[src/rtl/spdif_pkg.sv]
// spdif_pkg: shared constants for the S/PDIF frame transmitter.
//   - Preamble cell patterns (MSB = first cell), written for a preceding line level of 0.
//   - Slot indices inside a 32-slot subframe word.
//   - FSM state encoding.
package spdif_pkg;

    localparam logic [7:0] PRE_B = 8'b1110_1000;
    localparam logic [7:0] PRE_M = 8'b1110_0010;
    localparam logic [7:0] PRE_W = 8'b1110_0100;

    localparam logic [4:0] SLOT_AUDIO_LO = 5'd4;
    localparam logic [4:0] SLOT_V        = 5'd28;
    localparam logic [4:0] SLOT_U        = 5'd29;
    localparam logic [4:0] SLOT_C        = 5'd30;
    localparam logic [4:0] SLOT_P        = 5'd31;

    typedef enum logic [2:0] {
        StIdle,
        StPreL,
        StDataL,
        StPreR,
        StDataR
    } state_e;

endpackage

[src/rtl/spdif_frame_tx_if.sv]
// spdif_frame_tx_if: frame handshake and line outputs of the S/PDIF transmitter.
//   en_i          transmit enable
//   l_i / r_i     left / right sample, DATA_W bits, two's complement
//   valid_i       l_i/r_i valid
//   ready_o       one-cycle strobe: frame sampled this cycle
//   spdif_o       biphase-mark line output
//   block_start_o pulse on the first cell of a B preamble
//   underrun_o    pulse when ready_o fires with valid_i low
// Modports: master = sample source, slave = transmitter.
interface spdif_frame_tx_if #(
    parameter int unsigned DATA_W = 24
) ();

    logic              en_i;
    logic [DATA_W-1:0] l_i;
    logic [DATA_W-1:0] r_i;
    logic              valid_i;
    logic              ready_o;
    logic              spdif_o;
    logic              block_start_o;
    logic              underrun_o;

    modport master (
        output en_i, l_i, r_i, valid_i,
        input  ready_o, spdif_o, block_start_o, underrun_o
    );

    modport slave (
        input  en_i, l_i, r_i, valid_i,
        output ready_o, spdif_o, block_start_o, underrun_o
    );

endinterface

[src/rtl/spdif_subframe_enc.sv]
// spdif_subframe_enc: combinational build of one 32-slot subframe word.
//   audio_i  24-bit MSB-aligned sample, placed LSB first into slots 4..27
//   v_i      validity bit (slot 28)
//   c_i      channel-status bit (slot 30)
//   word_o   slots 0..31; slots 0..3 (preamble) are 0, slot 29 (U) is 0,
//            slot 31 carries even parity over slots 4..31
module spdif_subframe_enc
    import spdif_pkg::*;
(
    input  logic [23:0] audio_i,
    input  logic        v_i,
    input  logic        c_i,
    output logic [31:0] word_o
);

    always_comb begin
        word_o                        = '0;
        word_o[SLOT_AUDIO_LO +: 24]   = audio_i;
        word_o[SLOT_V]                = v_i;
        word_o[SLOT_U]                = 1'b0;
        word_o[SLOT_C]                = c_i;
        word_o[SLOT_P]                = ^word_o[SLOT_C:SLOT_AUDIO_LO];
    end

endmodule

[src/rtl/spdif_frame_tx.sv]
// spdif_frame_tx: S/PDIF (IEC 60958) transmitter. Takes stereo PCM frames over a
// valid/ready strobe and drives a registered biphase-mark line with B/M/W preambles,
// 192-frame block framing, V/U/C/P slots and even parity.
//   clk     transmit clock (cell rate x CELL_DIV)
//   rst_n   asynchronous active-low reset
//   bus     spdif_frame_tx_if.slave: en_i, l_i, r_i, valid_i in;
//           ready_o, spdif_o, block_start_o, underrun_o out
// Build option: define SPDIF_TX_CSTAT_EN to send CSTAT[n] in the C slot of frame n (n < 32);
// otherwise C is always 0 and CSTAT is unused.
module spdif_frame_tx
    import spdif_pkg::*;
#(
    parameter int unsigned DATA_W       = 24,
    parameter int unsigned CELL_DIV     = 1,
    parameter int unsigned BLOCK_FRAMES = 192,
    parameter logic [31:0] CSTAT        = 32'h0000_0200
) (
    input  logic           clk,
    input  logic           rst_n,
    spdif_frame_tx_if.slave bus
);

    localparam int unsigned DivW = (CELL_DIV > 1) ? $clog2(CELL_DIV) : 1;
    localparam int unsigned FcW  = (BLOCK_FRAMES > 1) ? $clog2(BLOCK_FRAMES) : 1;

    state_e           state_q, state_d;
    logic [DivW-1:0]  div_q, div_d;
    logic [5:0]       cell_q, cell_d;      // cell within subframe, 0..7 preamble, 8..63 data
    logic [FcW-1:0]   frame_cnt_q, frame_cnt_d;
    logic             spdif_q, spdif_d;
    logic             block_start_q, block_start_d;
    logic             pre_inv_q, pre_inv_d; // line level seen when the current preamble began
    logic [23:0]      l_q, l_d, r_q, r_d;
    logic             v_q, v_d;
    logic             run_ok_q;            // keeps ready_o low until one clock after reset

    logic             tick;
    logic             ready;
    logic             load_cell;
    logic             c_bit;
    logic [31:0]      word_l, word_r, word;
    logic [7:0]       pat;
    logic             inv;

    assign tick = (div_q == DivW'(CELL_DIV - 1));

`ifdef SPDIF_TX_CSTAT_EN
    logic [31:0] cstat_v;
    assign cstat_v = CSTAT;
    assign c_bit   = (32'(frame_cnt_q) < 32'd32) ? cstat_v[5'(frame_cnt_q)] : 1'b0;
`else
    logic unused_cstat;
    assign unused_cstat = ^CSTAT;
    assign c_bit        = 1'b0;
`endif

    spdif_subframe_enc u_enc_l (
        .audio_i (l_q),
        .v_i     (v_q),
        .c_i     (c_bit),
        .word_o  (word_l)
    );

    spdif_subframe_enc u_enc_r (
        .audio_i (r_q),
        .v_i     (v_q),
        .c_i     (c_bit),
        .word_o  (word_r)
    );

    always_comb begin
        state_d       = state_q;
        div_d         = div_q;
        cell_d        = cell_q;
        frame_cnt_d   = frame_cnt_q;
        spdif_d       = spdif_q;
        block_start_d = 1'b0;
        pre_inv_d     = pre_inv_q;
        l_d           = l_q;
        r_d           = r_q;
        v_d           = v_q;
        ready         = 1'b0;
        load_cell     = 1'b0;
        pat           = '0;
        word          = '0;
        inv           = 1'b0;

        if (state_q == StIdle) begin
            div_d  = '0;
            cell_d = '0;
            ready  = bus.en_i & run_ok_q;
        end else begin
            div_d = tick ? '0 : div_q + 1'b1;
            if (tick) begin
                load_cell = 1'b1;
                cell_d    = cell_q + 6'd1;
                unique case (state_q)
                    StPreL:  if (cell_q == 6'd7)  state_d = StDataL;
                    StDataL: if (cell_q == 6'd63) state_d = StPreR;
                    StPreR:  if (cell_q == 6'd7)  state_d = StDataR;
                    StDataR: begin
                        if (cell_q == 6'd63) begin
                            frame_cnt_d = (frame_cnt_q == FcW'(BLOCK_FRAMES - 1)) ?
                                          '0 : frame_cnt_q + 1'b1;
                            if (bus.en_i) ready   = 1'b1;
                            else          state_d = StIdle;
                        end
                    end
                    default: ;
                endcase
            end
        end

        // Frame capture; the first preamble cell is loaded on this same edge.
        if (ready) begin
            state_d   = StPreL;
            cell_d    = '0;
            div_d     = '0;
            load_cell = 1'b1;
            if (bus.valid_i) begin
                l_d = 24'(bus.l_i) << (24 - DATA_W);
                r_d = 24'(bus.r_i) << (24 - DATA_W);
                v_d = 1'b0;
            end else begin
                l_d = '0;
                r_d = '0;
                v_d = 1'b1;
            end
        end

        // Line level for the cell that starts on the next edge.
        if (load_cell) begin
            unique case (state_d)
                StPreL, StPreR: begin
                    inv       = (cell_d == 6'd0) ? spdif_q : pre_inv_q;
                    pre_inv_d = inv;
                    if (state_d == StPreR)       pat = PRE_W;
                    else if (frame_cnt_d == '0)  pat = PRE_B;
                    else                         pat = PRE_M;
                    pat           = pat << cell_d[2:0];
                    spdif_d       = pat[7] ^ inv;
                    block_start_d = (state_d == StPreL) && (cell_d == 6'd0) &&
                                    (frame_cnt_d == '0);
                end
                StDataL, StDataR: begin
                    word = (state_d == StDataL) ? word_l : word_r;
                    // Slot start always toggles; mid-slot toggles only for a 1.
                    spdif_d = cell_d[0] ? (spdif_q ^ word[cell_d[5:1]]) : ~spdif_q;
                end
                default: spdif_d = spdif_q;
            endcase
        end
    end

    always_ff @(posedge clk or negedge rst_n) begin
        if (!rst_n) begin
            state_q       <= StIdle;
            div_q         <= '0;
            cell_q        <= '0;
            frame_cnt_q   <= '0;
            spdif_q       <= 1'b0;
            block_start_q <= 1'b0;
            pre_inv_q     <= 1'b0;
            l_q           <= '0;
            r_q           <= '0;
            v_q           <= 1'b0;
            run_ok_q      <= 1'b0;
        end else begin
            state_q       <= state_d;
            div_q         <= div_d;
            cell_q        <= cell_d;
            frame_cnt_q   <= frame_cnt_d;
            spdif_q       <= spdif_d;
            block_start_q <= block_start_d;
            pre_inv_q     <= pre_inv_d;
            l_q           <= l_d;
            r_q           <= r_d;
            v_q           <= v_d;
            run_ok_q      <= 1'b1;
        end
    end

    assign bus.ready_o       = ready;
    assign bus.underrun_o    = ready & ~bus.valid_i;
    assign bus.spdif_o       = spdif_q;
    assign bus.block_start_o = block_start_q;

endmodule

[src/flat_wrapper.sv]
// flat-port wrapper written by rule: the top's interface ports become plain ports
module spdif_frame_tx_flat import spdif_pkg::*;
#(
    parameter int unsigned DATA_W       = 24,
    parameter int unsigned CELL_DIV     = 1,
    parameter int unsigned BLOCK_FRAMES = 192,
    parameter logic [31:0] CSTAT        = 32'h0000_0200
)
  (clk, rst_n, bus_en_i, bus_l_i, bus_r_i, bus_valid_i, bus_ready_o, bus_spdif_o, bus_block_start_o, bus_underrun_o);
  spdif_frame_tx_if #(.DATA_W(DATA_W)) bus_i ();
  input  logic clk;
  input  logic rst_n;
  input wire logic [$bits(bus_i.en_i)-1:0] bus_en_i;
  input wire logic [$bits(bus_i.l_i)-1:0] bus_l_i;
  input wire logic [$bits(bus_i.r_i)-1:0] bus_r_i;
  input wire logic [$bits(bus_i.valid_i)-1:0] bus_valid_i;
  output wire logic [$bits(bus_i.ready_o)-1:0] bus_ready_o;
  output wire logic [$bits(bus_i.spdif_o)-1:0] bus_spdif_o;
  output wire logic [$bits(bus_i.block_start_o)-1:0] bus_block_start_o;
  output wire logic [$bits(bus_i.underrun_o)-1:0] bus_underrun_o;
  assign bus_i.en_i = bus_en_i;
  assign bus_i.l_i = bus_l_i;
  assign bus_i.r_i = bus_r_i;
  assign bus_i.valid_i = bus_valid_i;
  assign bus_ready_o = bus_i.ready_o;
  assign bus_spdif_o = bus_i.spdif_o;
  assign bus_block_start_o = bus_i.block_start_o;
  assign bus_underrun_o = bus_i.underrun_o;
  spdif_frame_tx #(.DATA_W(DATA_W), .CELL_DIV(CELL_DIV), .BLOCK_FRAMES(BLOCK_FRAMES), .CSTAT(CSTAT)) u_core (.clk(clk), .rst_n(rst_n), .bus(bus_i));
endmodule
[config.mk]
export PLATFORM = sky130hd
export DESIGN_NAME = spdif_frame_tx_flat
export DESIGN_NICKNAME = d
export VERILOG_FILES = /design/src/rtl/spdif_pkg.sv /design/src/rtl/spdif_frame_tx_if.sv /design/src/rtl/spdif_subframe_enc.sv /design/src/rtl/spdif_frame_tx.sv /design/src/flat_wrapper.sv
export SDC_FILE = /design/constraint.sdc
export NUM_CORES = 1
export LEC_CHECK = 0
export BUFFER_PORTS_ARGS = -buffer_cell sky130_fd_sc_hd__buf_2
export CORE_AREA = 2 2 97 99
export CTS_BUF_LIST = sky130_fd_sc_hd__clkbuf_8
export DETAILED_ROUTE_END_ITERATION = 16
export DIE_AREA = 0 0 99 101
export PLACE_DENSITY = 0.68
export SETUP_SLACK_MARGIN = 0.15
export SYNTH_ARGS = -nofsm -noshare
export SYNTH_HDL_FRONTEND = slang
export SYNTH_SLANG_ARGS = --single-unit
[constraint.sdc]
create_clock -name clk -period 4.22 [get_ports clk]
set_input_delay 0.211 -clock clk [delete_from_list [all_inputs] [get_ports clk]]
set_output_delay 0.211 -clock clk [all_outputs]
set_load 0.05 [all_outputs]
==> results.yml, run 1 <==
final_layout:
  post_layout_nonfiller_instances: 625
  final_util_pct: 53.02
  layout.nets: 563
  syn2layout_area_growth_pct: 12.28
  layout_cells_sized_above_1_pct: 17.70
  antenna-diode-count: 0
place:
  post-place-cells: 608
  post-dp-hpwl_mm: 6.813
  gp_routability_congestion: 0.9076
  io_buffers: 55
drt:
  post-route-drc-count: 0
  drt-vias-per-instance: 5.370
  route.antenna.remaining_nets: 0
  drt_iter0_markers: 162
  detailed_routing_iterations_pass_1: 4
  routedWlPerCell_um: 14.66
  routed_wirelength_mm: 9.165
  dr_total_vias: 3356
sta:
  hold_violations: 0
  final-max-slew-violation-count: 0
  timing.max_slew.rel_slack_pct: 46.69
  finalClockSkew_ps: 14.42
  grt_setup_unrepaired: "false"
  fin_tns_setup_ps: 0
  maxClockFrequency_ghz: 0.2789
  period_needed_ps: 3586
  timing.final.crit_share_pct: 84.97
  max_slew.worst_pin.slew_ps: 799.6
  setup-violations-final: 0
floorplanning:
  pin_count: 56
  floorplan.die.height_um: 101
  placementRows: 35
  initial_util_pct: 47.22
  die_width_um: 99
  floorplan.core_area_mm2: 0.008977
  die_area_mm2: 0.009999
synthesis:
  most_instantiated_cells_after_synthesis: "sky130_fd_sc_hd__nand2_1, sky130_fd_sc_hd__dfrtp_1, sky130_fd_sc_hd__o21ai_0"
  yosysMostFrequentCell: "sky130_fd_sc_hd__nand2_1"
  synth_top_area_cell: "sky130_fd_sc_hd__dfrtp_1"
  mappedNetlistArea_mm2: 0.004239
  syn_area_per_cell_um2: 9.156
  post-synth-top-area-fraction_pct: 41.32
  synth_seq_area_share_pct: 41.32
  synth.net_count: 517
  synth_cells: 463
  flop_and_latch_count_out_of_synthesis: 70
  synth.distinct_cells: 65
  synth.area.top_cells: "sky130_fd_sc_hd__dfrtp_1, sky130_fd_sc_hd__nand2_1, sky130_fd_sc_hd__xnor2_1"
  asyncSetResetFlopFracSynth_pct: 100.0
  ys.warnings.count: 0
  number_of_synthesized_flops_with_an_enable_pin: 0
  ys_dominant_reg_cell: "sky130_fd_sc_hd__dfrtp_1"
grt:
  grt_usage_pct: 19.51
  grt_first_pass_wirelength_mm: 15.67
  maximum_number_of_pins_on_one_net_before_global_route_repair: 100
  antenna_violations_before_repair: 0
  first_global_vias: 3315
  globalRoute.totalOverflow: 0
cts:
  clkSinkCount: 70
  maximum_level_of_the_cts_h_tree: 3
  clock_path_buffers: 2
  clk_transition_reported_paths_ps: 80
  tritoncts: "yes"
  clockRootBuffer: "sky130_fd_sc_hd__clkbuf_8"
  numCtsBuffers: 9
  post_cts_setup_driven_buffer_insertion_count: 0
  worstSkewPairLatency_ps: 350
setup_path:
  worstPathMaxFanout: 22
  cp.required_ps: 4460
  critPathMaxStageDelay_ps: 640
  worstPathArrival_ps: 3820
  setup.worst_path.class: "reg2reg"
  crit_path_top_delay_cell: "sky130_fd_sc_hd__or4b_1"
  cells_along_the_critical_path: "ha_1, nand4bb_1, or4b_1, nand2_4, mux4_2, nand2_1, o221ai_1, a221oi_1, o21ai_0, a211o_1"
  timing.critical_path.from_type: "flip-flop"
  setup.worst_path.end_class: "flip-flop"
status:
  run_status: "complete, no violations"
power_and_ir_drop:
  total_power_w: 0.001240
  leakagePower_nw: 2.368
  vdd_drop_max_uv: 185.8
  pwr_density_cell_mw_per_mm2: 260.5
min_path:
  min-delay-path-class: "in2reg"
run:
  maxCapViolCount: 0
## sequential cells by signal, summed over array words and instances (netlist names)
signal	count
u_core.bus.block_start_o	1
u_core.v_q	1
u_core.bus.spdif_o	1
u_core.cell_q	6
u_core.state_q	3
u_core.l_q	24
u_core.frame_cnt_q	8
u_core.r_q	24
u_core.run_ok_q	1
u_core.pre_inv_q	1
## layout by cell type, fill, tap and decap left out, types with 3 or more instances in the layout
cell type                  count
sky130_fd_sc_hd__nand3_1       9
sky130_fd_sc_hd__o221ai_1      3
sky130_fd_sc_hd__nand4_1       3
sky130_fd_sc_hd__a21oi_1       6
sky130_fd_sc_hd__inv_1         8
sky130_fd_sc_hd__o31ai_1       3
sky130_fd_sc_hd__and2_1        6
sky130_fd_sc_hd__o21ai_0      59
sky130_fd_sc_hd__nor3_1        6
sky130_fd_sc_hd__mux2i_1      24
sky130_fd_sc_hd__buf_2        55
sky130_fd_sc_hd__nor2_1       11
sky130_fd_sc_hd__xnor2_1      38
sky130_fd_sc_hd__clkbuf_8     12
sky130_fd_sc_hd__xnor3_1       4
sky130_fd_sc_hd__and3_1        6
sky130_fd_sc_hd__nand2_1     110
sky130_fd_sc_hd__or2_2         3
sky130_fd_sc_hd__dfrtp_1      70
sky130_fd_sc_hd__a31oi_1       3
sky130_fd_sc_hd__xor2_1        8
sky130_fd_sc_hd__and4_1        3
sky130_fd_sc_hd__nor3b_1       4
## per-stage QoR
stage                     cell area (um2)  setup WS [ps]  hold slack, ps
after global placement               4556          824.6           327.5
after global routing                 4760          430.7           102.8
after CTS                            4760          681.3           89.19
after detailed placement             4556          709.0           326.7
after floorplan                      4239           1275          -84.59
final                                4760          634.2           102.8
## report_power, final
part / total (W) / switching (W) / internal (W)
clock network: 0.000515 / 0.000253 / 0.000262
registers: 0.000671 / 0.000000110 / 0.000671
logic: 0.0000538 / 0.0000309 / 0.0000229
total: 0.00124 / 0.000284 / 0.000956
## final timing paths
kind	start	end	slack, ps	cells after the start
max	u_core.cell_q[0]	u_core.bus.spdif_o	630	10
min	bus_r_i[6]	u_core.r_q[6]	100	3
max reg2reg	u_core.cell_q[0]	u_core.bus.spdif_o	630	10
min reg2reg	u_core.pre_inv_q	u_core.pre_inv_q	520	1
max in group asynchronous	rst_n	u_core.r_q[10]	2780	3
min in group asynchronous	rst_n	u_core.run_ok_q	480	2
## repair_timing
item / 4_1_cts / 5_1_grt
hold endpoints to repair: 34 / 0
hold buffers: 1 / 0
gates resized for setup: 0 / 0
## cell families after synthesis
kind of cell	Yosys count	share of synthesized area [%]
xor gates and xnor gates	50	11.63
DFF	70	41.32
adders and majority gates	2	0.5902
and+or+nand+nor	177	19.54
buffers and inverters	33	3.601
AOI/OAI and AO/OA	103	16.23
other	1	0.08846
muxes	27	6.995
## routing by layer
metal / GRT usage (%) / part of all wire, %
met5: 0 / 0
met4: 5.690 / 2.1
met3: 4.716 / 3.2
met2: 33.63 / 49
met1: 24.42 / 45
## worst max-delay path, delay by kind of cell, from the launching register on
| family | cells | cell delay [ps] |
|---|---|---|
| AO/OA/AOI/OAI | 4 | 1000 |
| adder cells (fa/ha/maj) | 1 | 260 |
| flip-flops | 1 | 410 |
| multiplexers | 1 | 540 |
| AND/OR/NAND/NOR | 4 | 1260 |
## final cells by class
cell class                 instances  area, um2
clock inverter                     4      28.78
multi-input combinational        360       2337
sequential                        70       1752
timing repair buffer              58      300.3
tap                              111      138.9
inverter                          10      37.54
fill                             847       4218
clock buffer                      12      165.2
No activity file was read; power rests on OpenSTA's default activity.
==> inputs of run 2 (changes only) <==
- ABC_AREA: unset -> 1
- CORE_AREA: 2 2 97 99 -> 2 2 102 104
- DIE_AREA: 0 0 99 101 -> 0 0 104 106
- PLACE_DENSITY: 0.68 -> 0.67
- clock period: 4.22 -> 3.6 ns (I/O delays scaled with it)
==> run 2 against run 1 <==
Effect of this change: the flow now finishes with violations (negative hold slack); wire length grew 28%; hold slack lost 120 ps; global-route usage grew 2.9 points; sequential cell count is the same; final cell count grew 46%; via count grew 38%; utilization shrank 0.95 points; clock skew shrank 5.1 ps; die area grew 10%; register-to-register slack gained 110 ps; count of clock-buffer cells in the layout shrank 2; cell area grew 9.4%.
==> results.yml, run 2 <==
sta:
  setup-violations-final: 0
  hold_slack_ps: -18.63
  fin_tns_setup_ps: 0
  hold_violations: 18
  timing.final.crit_share_pct: 79.20
  timing.max_slew.rel_slack_pct: 34.78
  final-max-slew-violation-count: 0
  max_slew.worst_pin.slew_ps: 978.2
  period_needed_ps: 2851
  grt_setup_unrepaired: "false"
  maxClockFrequency_ghz: 0.3508
  finalClockSkew_ps: 9.329
synthesis:
  synth.distinct_cells: 31
  synth_top_area_cell: "sky130_fd_sc_hd__dfrtp_1"
  ys_dominant_reg_cell: "sky130_fd_sc_hd__dfrtp_1"
  synth_cells: 721
  synth.area.top_cells: "sky130_fd_sc_hd__dfrtp_1, sky130_fd_sc_hd__nand2_1, sky130_fd_sc_hd__nand3_1"
  asyncSetResetFlopFracSynth_pct: 100.0
  most_instantiated_cells_after_synthesis: "sky130_fd_sc_hd__nand2_1, sky130_fd_sc_hd__nand3_1, sky130_fd_sc_hd__inv_1"
  syn_area_per_cell_um2: 6.473
  flop_and_latch_count_out_of_synthesis: 70
  number_of_synthesized_flops_with_an_enable_pin: 0
  mappedNetlistArea_mm2: 0.004667
  synth_seq_area_share_pct: 37.53
  ys.warnings.count: 0
  post-synth-top-area-fraction_pct: 37.53
  synth.net_count: 775
  yosysMostFrequentCell: "sky130_fd_sc_hd__nand2_1"
cts:
  maximum_level_of_the_cts_h_tree: 3
  worstSkewPairLatency_ps: 350
  clk_transition_reported_paths_ps: 80
  cts-resized-gates: 0
  numCtsBuffers: 9
  clkSinkCount: 70
  tritoncts: "yes"
  post_cts_setup_driven_buffer_insertion_count: 0
  clock_path_buffers: 2
  post_cts_hold_fix_bufs: 0
  clockRootBuffer: "sky130_fd_sc_hd__clkbuf_8"
setup_path:
  critical_path.endpoint: "u_core.bus.spdif_o"
  startpoint: "u_core.cell_q[0]"
  reg2reg_depth: 18
  setup.worst_path.class: "reg2reg"
  crit-reg2reg-launch: "u_core.cell_q[0]"
  timing.critical_path.from_type: "flip-flop"
  worstPathArrival_ps: 3140
  cp.required_ps: 3880
  crit-reg2reg-capture: "u_core.bus.spdif_o"
  setup.worst_path.end_class: "flip-flop"
  r2r_slack_ps: 750
  worstPathMaxFanout: 14
floorplanning:
  initial_util_pct: 46.67
  floorplan.die.height_um: 106
  floorplan.core_area_mm2: 0.01000
  placementRows: 37
  pin_count: 56
  die_width_um: 104
  die_area_mm2: 0.01102
status:
  run_status: "finished, violations left"
  violations_in_the_final_reports: "negative hold slack"
drt:
  detailed_routing_iterations_pass_1: 6
  drt-vias-per-instance: 5.096
  dr_total_vias: 4637
  routed_wirelength_mm: 11.76
  drt_iter0_markers: 417
  route.antenna.remaining_nets: 0
  routedWlPerCell_um: 12.92
  post-route-drc-count: 0
place:
  io_buffers: 55
  gp_routability_congestion: 0.9875
  postPlaceCellArea_mm2: 0.005040
  post-dp-hpwl_mm: 8.882
final_layout:
  mostFrequentLayoutCells: "sky130_fd_sc_hd__nand2_1, sky130_fd_sc_hd__nand3_1, sky130_fd_sc_hd__inv_1"
  layout.nets: 823
  antenna-diode-count: 0
  final_util_pct: 52.06
  n_fill_cell: 1018
  reg.largest.list: "u_core.l_q (24), u_core.r_q (24), u_core.frame_cnt_q (8)"
  layout_cells_sized_above_1_pct: 11.50
  stdcell_area_mm2: 0.005206
  layout.cells.most_common: "sky130_fd_sc_hd__nand2_1"
  syn2layout_area_growth_pct: 11.55
grt:
  globalRoute.totalOverflow: 0
  grt_usage_pct: 22.38
  grt_first_pass_wirelength_mm: 19.87
  maximum_number_of_pins_on_one_net_before_global_route_repair: 87
  antenna_violations_before_repair: 0
  first_global_vias: 4325
min_path:
  min-delay-path-class: "in2async"
power_and_ir_drop:
  total_power_w: 0.004618
  vdd_drop_max_uv: 343.0
  leakagePower_nw: 2.902
  pwr_density_cell_mw_per_mm2: 887.1
run:
  maxCapViolCount: 0
run 2: cell count changes after synthesis, sizes merged, moves of 24 or more:
| cell | previous run | this run |
|---|---|---|
| inv | 10 | 91 |
| mux2i | 24 | 0 |
| nand2 | 112 | 282 |
| nand3 | 10 | 116 |
| nor2 | 11 | 41 |
| xnor2 | 38 | 5 |
run 2: final cells by class:
| class | count | area [um2] | area share (%) |
|---|---|---|---|
| multi-input combinational | 540 | 2486 | 47.75 |
| inverter | 91 | 341.6 | 6.561 |
| timing repair buffer | 57 | 290.3 | 5.576 |
| clock buffer | 10 | 137.6 | 2.644 |
| sequential | 70 | 1752 | 33.65 |
| clock inverter | 6 | 28.78 | 0.5528 |
| tap | 136 | 170.2 | 3.268 |
run 2: metal layers:
layer	global-route usage, %	vias up	routed length (um)
met5	0	-	0
met4	9.749	0	300
met3	2.882	23	549
met2	38.53	129	5596
met1	28.31	2116	5312
li1	-	2369	-
run 2: worst min path at each step:
stage,start,cells past startpoint,slack [ps],end
global placement,rst_n,1,380,u_core.l_q[10]
CTS,rst_n,1,10,u_core.l_q[13]
global route,bus_l_i[19],3,50,u_core.l_q[19]
floorplan,rst_n,0,-120,u_core.bus.block_start_o
detailed placement,rst_n,1,390,u_core.l_q[13]
finish,rst_n,1,-20,u_core.l_q[9]
run 2: worst max-delay path: stages, from the launching register on:
cell	delay [ps]
sky130_fd_sc_hd__dfrtp_1	400
sky130_fd_sc_hd__ha_1	250
sky130_fd_sc_hd__nand3_1	140
sky130_fd_sc_hd__nor2_2	70
sky130_fd_sc_hd__nand3_2	90
sky130_fd_sc_hd__nand2_2	100
sky130_fd_sc_hd__nor2_4	320
sky130_fd_sc_hd__inv_1	230
sky130_fd_sc_hd__nor2_2	270
sky130_fd_sc_hd__o21ai_0	130
sky130_fd_sc_hd__a21oi_1	150
sky130_fd_sc_hd__nor2_1	60
sky130_fd_sc_hd__nand2_1	80
sky130_fd_sc_hd__nand3_1	70
sky130_fd_sc_hd__nand2_1	80
sky130_fd_sc_hd__nand2_1	70
sky130_fd_sc_hd__nand3_1	70
sky130_fd_sc_hd__nand3_1	70
sky130_fd_sc_hd__a21oi_1	130
run 2: where the power goes:
group | switching (W) | internal (W)
registers | 0.000316 | 0.00107
clock network | 0.000297 | 0.000260
logic | 0.00177 | 0.000912
total | 0.00238 | 0.00224
run 2: per-stage QoR:
stage               setup WS (ps)  cells
floorplan                    1331    721
global placement            951.2    894
detailed placement          821.1    894
CTS                         800.0    910
global route                446.5    910
finish                      749.0    910
run 2: kinds of logic (layout without fill, tap and decap cells):
group | Yosys count | in the layout | share of synthesized area [%]
AO/OA/AOI/OAI | 67 | 67 | 7.560
XOR/XNOR | 19 | 19 | 3.566
adder cells (fa/ha/maj) | 2 | 2 | 0.5361
buffers and inverters | 111 | 164 | 9.196
flip-flops | 70 | 70 | 37.53
other | 1 | 1 | 0.08035
AND/OR/NAND/NOR | 451 | 451 | 41.53
